===== config.mk =====
export PLATFORM = sky130hd
export DESIGN_NAME = heap_arbiter
export DESIGN_NICKNAME = d
export VERILOG_FILES = /design/src/rtl/heap_arb_pkg.sv /design/src/rtl/heap_arbiter_rr_pick.sv /design/src/rtl/heap_arbiter.sv
export SDC_FILE = /design/constraint.sdc
export NUM_CORES = 1
export LEC_CHECK = 0
export ABC_AREA = 1
export BUFFER_PORTS_ARGS = -buffer_cell sky130_fd_sc_hd__clkbuf_2
export CORE_MARGIN = 3
export CORE_UTILIZATION = 45
export DETAILED_ROUTE_END_ITERATION = 6
export PLACE_DENSITY = 0.81
export SLEW_MARGIN = 10
export SYNTH_ARGS = -nofsm -noshare
export SYNTH_HDL_FRONTEND = slang
export SYNTH_SLANG_ARGS = --single-unit

===== constraint.sdc =====
create_clock -name clk -period 1.5 [get_ports clk]
set_input_delay 0 -clock clk [delete_from_list [all_inputs] [get_ports clk]]
set_output_delay 0 -clock clk [all_outputs]
set_load 0.01 [all_outputs]

===== src/rtl/heap_arb_pkg.sv =====
// Shared encodings for the heap arbiter: FSM states and requester op codes.
package heap_arb_pkg;

  typedef enum logic [1:0] {
    IDLE  = 2'd0,
    ISSUE = 2'd1,
    WAIT  = 2'd2,
    RESP  = 2'd3
  } state_t;

  localparam logic OP_PUSH = 1'b0;
  localparam logic OP_POP  = 1'b1;

endpackage


===== src/rtl/heap_arbiter_rr_pick.sv =====
// Combinational round-robin picker: first asserted request at or after last+1, wrapping.
module rr_pick #(
  parameter int NREQ  = 2,
  parameter int IDX_W = $clog2(NREQ)
) (
  input  logic [NREQ-1:0]  req,
  input  logic [IDX_W-1:0] last,
  output logic [IDX_W-1:0] gnt_idx,
  output logic             any
);

  logic found;

  // Walk the requesters starting just after the previous winner.
  always_comb begin
    gnt_idx = '0;
    found   = 1'b0;
    any     = |req;
    for (int k = 1; k <= NREQ; k++) begin
      if (!found && req[(int'(last) + k) % NREQ]) begin
        found   = 1'b1;
        gnt_idx = IDX_W'((int'(last) + k) % NREQ);
      end
    end
  end

endmodule


===== src/rtl/heap_arbiter.sv =====
// Round-robin arbiter sharing one heap engine between NREQ requesters.
// Legality of the granted op is evaluated while granting so the engine strobe
// can be a registered output that is high exactly during the ISSUE cycle.
module heap_arbiter
  import heap_arb_pkg::*;
#(
  parameter int NREQ    = 2,
  parameter int DATA_W  = 8,
  parameter int CAP     = 16,
  parameter int TIMEOUT = 255
) (
  input  logic                   clk,
  input  logic                   reset,
  input  logic [NREQ-1:0]        req,
  input  logic [NREQ-1:0]        op,
  input  logic [NREQ*DATA_W-1:0] wdata,
  output logic [NREQ-1:0]        ack,
  output logic                   err,
  output logic [DATA_W-1:0]      rdata,
  output logic                   busy,
  output logic                   heap_push,
  output logic                   heap_pop,
  output logic [DATA_W-1:0]      heap_din,
  input  logic [DATA_W-1:0]      heap_dout,
  input  logic [7:0]             heap_size,
  input  logic                   heap_done,
  input  logic                   heap_valid
);

  localparam int IDX_W = $clog2(NREQ);
  localparam int CNT_W = $clog2(TIMEOUT + 1);

  state_t              state;
  logic [IDX_W-1:0]    idx_r;
  logic [IDX_W-1:0]    last_r;
  logic                op_r;
  logic                legal_r;
  logic                err_r;
  logic [DATA_W-1:0]   rdata_r;
  logic [CNT_W-1:0]    cnt_r;

  logic [IDX_W-1:0]    gnt_idx;
  logic                any;
  logic                win_op;
  logic                win_legal;

  rr_pick #(.NREQ(NREQ), .IDX_W(IDX_W)) u_pick (
    .req     (req),
    .last    (last_r),
    .gnt_idx (gnt_idx),
    .any     (any)
  );

  // Legality of the would-be winner, judged against the idle engine's current occupancy.
  always_comb begin
    win_op = op[gnt_idx];
    if (win_op == OP_POP) win_legal = (heap_size != 8'd0) && heap_valid;
    else                  win_legal = (32'(heap_size) < CAP);
  end

  // Arbitration FSM with registered engine strobes, busy flag and result registers.
  always_ff @(posedge clk or negedge reset) begin
    if (!reset) begin
      state     <= IDLE;
      last_r    <= IDX_W'(NREQ - 1);
      idx_r     <= '0;
      op_r      <= OP_PUSH;
      legal_r   <= 1'b0;
      err_r     <= 1'b0;
      rdata_r   <= '0;
      cnt_r     <= '0;
      busy      <= 1'b0;
      heap_push <= 1'b0;
      heap_pop  <= 1'b0;
      heap_din  <= '0;
    end else begin
      heap_push <= 1'b0;
      heap_pop  <= 1'b0;
      case (state)
        IDLE: begin
          if (any) begin
            idx_r     <= gnt_idx;
            op_r      <= win_op;
            legal_r   <= win_legal;
            heap_din  <= wdata[gnt_idx*DATA_W +: DATA_W];
            heap_push <= win_legal && (win_op == OP_PUSH);
            heap_pop  <= win_legal && (win_op == OP_POP);
            busy      <= 1'b1;
            state     <= ISSUE;
          end
        end
        ISSUE: begin
          if (!legal_r) begin
            err_r   <= 1'b1;
            rdata_r <= '0;
            state   <= RESP;
          end else begin
            // Engine has not consumed the pop yet, so this is the pre-removal top.
            if (op_r == OP_POP) rdata_r <= heap_dout;
            cnt_r <= '0;
            state <= WAIT;
          end
        end
        WAIT: begin
          // Done takes precedence over a timeout landing in the same cycle.
          if (heap_done) begin
            if (op_r == OP_PUSH) rdata_r <= heap_dout;
            err_r <= 1'b0;
            state <= RESP;
          end else if (cnt_r == CNT_W'(TIMEOUT - 1)) begin
            err_r   <= 1'b1;
            rdata_r <= '0;
            state   <= RESP;
          end else begin
            cnt_r <= cnt_r + 1'b1;
          end
        end
        RESP: begin
          last_r <= idx_r;
          busy   <= 1'b0;
          state  <= IDLE;
        end
        default: state <= IDLE;
      endcase
    end
  end

  // Response outputs are decoded only from RESP and stable registers.
  always_comb begin
    ack   = '0;
    err   = 1'b0;
    rdata = '0;
    if (state == RESP) begin
      ack[idx_r] = 1'b1;
      err        = err_r;
      rdata      = rdata_r;
    end
  end

endmodule


==> results.txt <==
DRT iter0 DRCs - 189
Fin. Hold Viols - 0
worst slew pin tran - 0.425 ns
met2 Use GR - 0.316
Multi-input gate area - 1090 um^2
Final Total Pwr - 0.00472 W
Reg-to-Reg Start - state[0]
Max FO, Critical Path - 7
clk_skew - 0.00427 ns
FMAX - 0.683 GHz
register area - 855 um^2
Setup crit end kind - register
Synth top area share - 0.410
initial core utilization - 0.486
largest net degree at the start of global routing - 35
Tcrit/Tclk final - 0.976
top cells by area, synth - dfrtp_1, nand2_1, inv_1
Die Footprint - 5310 um^2
grt met3 use - 0.0441
dpl hpwl - 3.27 mm
Area after DPL - 2400 um^2
initial antenna violation count - 0
slack of the worst reg-to-reg path - 0.04 ns
fraction of registers with async set/reset - 1.00
GP Congestion - 0.824
drt first pass iters - 5
CP Class - reg2reg
n_diodes - 0
Placement Rows - 23
type of origin of the critical path - register
first-pass GRT wire length - 7.84 mm
PD cells - 1710 nW/um^2
Routed Antenna Nets - 0
clock sinks - 34
Top delay family on crit path - simple AND/OR/NAND/NOR gates
post-synthesis cell type count - 28
unrepaired setup endpoints after global routing - yes
Syn Inst Count - 257
number of synthesized flops with an enable pin - 0
vias per cell - 5.01
top post-synthesis cells by count - nand2_1, dfrtp_1, inv_1, nor2_1, o21ai_0
CP peak stage delay - 0.45 ns
sequence of cells on the critical path - inv_2 -> ha_4 -> inv_2 -> nand2_4 -> nand2_2 -> nor2_4 -> nand2_2 -> nand2_1 -> o21ai_1
sequential share of the synthesized area - 0.424
Syn-to-layout area delta - 37.1%
CTS root buf - clkbuf_8
DR vias - 1989
Max rail drop VDD - 1090 uV
Die Span X - 72.9 um
fin. max-slew vios - 0
hold path cells - 3
CTS Buf Count - 5
gr busiest metal - met2
DRC - 0
worst min path class - in2reg
final setup vio count - 0
clock tree buffer depth - 2
GR Overflow Total - 0
CTS clk-pin slew, worst paths - 0.07 ns
GRT Overall Usage - 0.184
port bufs - 61
Hold Path End - heap_din[7]
R2R Path End - cnt_r[4]
Synthesized Nets - 303
area leader, netlist - dfrtp_1
status - complete, no violations
slowest CP cell - dfrtp_2
CP arrival - 1.64 ns
YS warnings - 0
Avg WL per Cell - 12.4 um
WP depth - 9
Avg Synthesized Cell Area - 7.83 um^2
filler cell count - 334
Worst-Skew Late Latency - 0.28 ns
CTS tree - built
GR Util met1 - 0.231
Ports - 62
Setup TNS - 0 ns
via count of the first global-routing pass - 1848
Worst R2R Path Depth - 9
post-route cell area - 2760 um^2
Layout Nets - 392
# H-tree levels - 2
die height - 72.9 um
Buf+Inv Stages, Crit Path - 2
Fin Hold WS - 0.0109 ns
Core Box Area - 4140 um^2
P_leak - 1.46 nW
Syn Std Cell Area - 2010 um^2
Routed Wire Length - 4.94 mm
max_cap viols - 0
top-count cell post-synth - nand2_1
WP data required - 1.67 ns
worst hold start - wdata[15]
Slew HR - 0.717
Synth Flop Type - dfrtp_1
FF+latch count, synth - 34
layout cells sized above 1 - 0.383
fin crit period - 1.46 ns
## tightest hold or removal path, delay by kind of cell
kind            cells  cell delay [ns]
compound gates      1             0.08
buf+inv             1             0.08
simple gates        1             0.09
## metal layers
layer | wire length (um) | vias up
met1 | 2080 | 907
met5 | 0 | -
li1 | - | 996
met3 | 341 | 6
met4 | 66 | 0
met2 | 2460 | 80
## report_power, final
group,internal [W],total (W),switching [W],leakage (nW)
Clock,0.000369,0.000706,0.000337,0.0472
Combinational,0.00105,0.00254,0.00149,0.978
Sequential,0.00124,0.00148,0.000240,0.435
## how the worst max path moves through the flow
stage,start,endpoint,slack (ns)
floorplan,state[0],rdata_r[0],0.004
global placement,state[1],rdata_r[0],0.06
detailed placement,state[1],rdata_r[3],0.004
CTS,state[1],rdata_r[0],0.01
global route,cnt_r[0],rdata_r[1],-0.07
finish,state[0],cnt_r[4],0.04
## kinds of logic (layout without fill, tap and decap cells)
kind of cell	after synthesis	after routing	share of synthesized area
AOI/OAI and AO/OA	40	40	0.127
buffers and inverters	36	125	0.0839
and+or+nand+nor	141	142	0.328
DFF	34	34	0.424
adders and majority gates	6	6	0.0373
## registers in the layout, indices dropped and copies added, names as in the netlist
register / cells
busy: 1
cnt_r: 8
err_r: 1
heap_din: 8
heap_pop: 1
heap_push: 1
idx_r: 1
last_r: 1
legal_r: 1
op_r: 1
rdata_r: 8
state: 2
## cell type report
class | instances | area share
clock inverters | 2 | 0.00454
inverters | 28 | 0.0381
well taps | 50 | 0.0227
flip-flops and latches | 34 | 0.310
repair buffers | 89 | 0.199
multi-input cells | 188 | 0.396
clock buffers | 6 | 0.0299
## metrics by stage
stage          worst slack (ns)  std cells   util
2_1_floorplan           0.00383        257      -
3_3_place_gp             0.0554        371  0.579
3_5_place_dp            0.00423        371  0.579
4_1_cts                 0.00969        390  0.628
5_1_grt                 -0.0721        397  0.665
6_report                 0.0356        397  0.665
## cell usage in the layout, fill, tap and decap left out, drive strengths merged
cell type    count
a21boi           9
or2              1
nand4            9
clkinv           1
nand3b           2
nand2           87
dlygate4sd3      9
nand3           15
o21bai           1
dfstp            1
nor2            28
clkbuf          67
o21ai           30
dfrtp           33
inv             28
ha               6
clkinvlp         1
buf             19
## what timing repair did
item | CTS | global route
hold buffers | 8 | 1
endpoints found under the hold margin | 41 | 1
cloned | 0 | 1
gates resized for setup | 1 | 33
setup buffers | 3 | 5
setup endpoints to repair | 16 | 32
pin swaps | 2 | 5
Power figures use the tool's default switching activity.
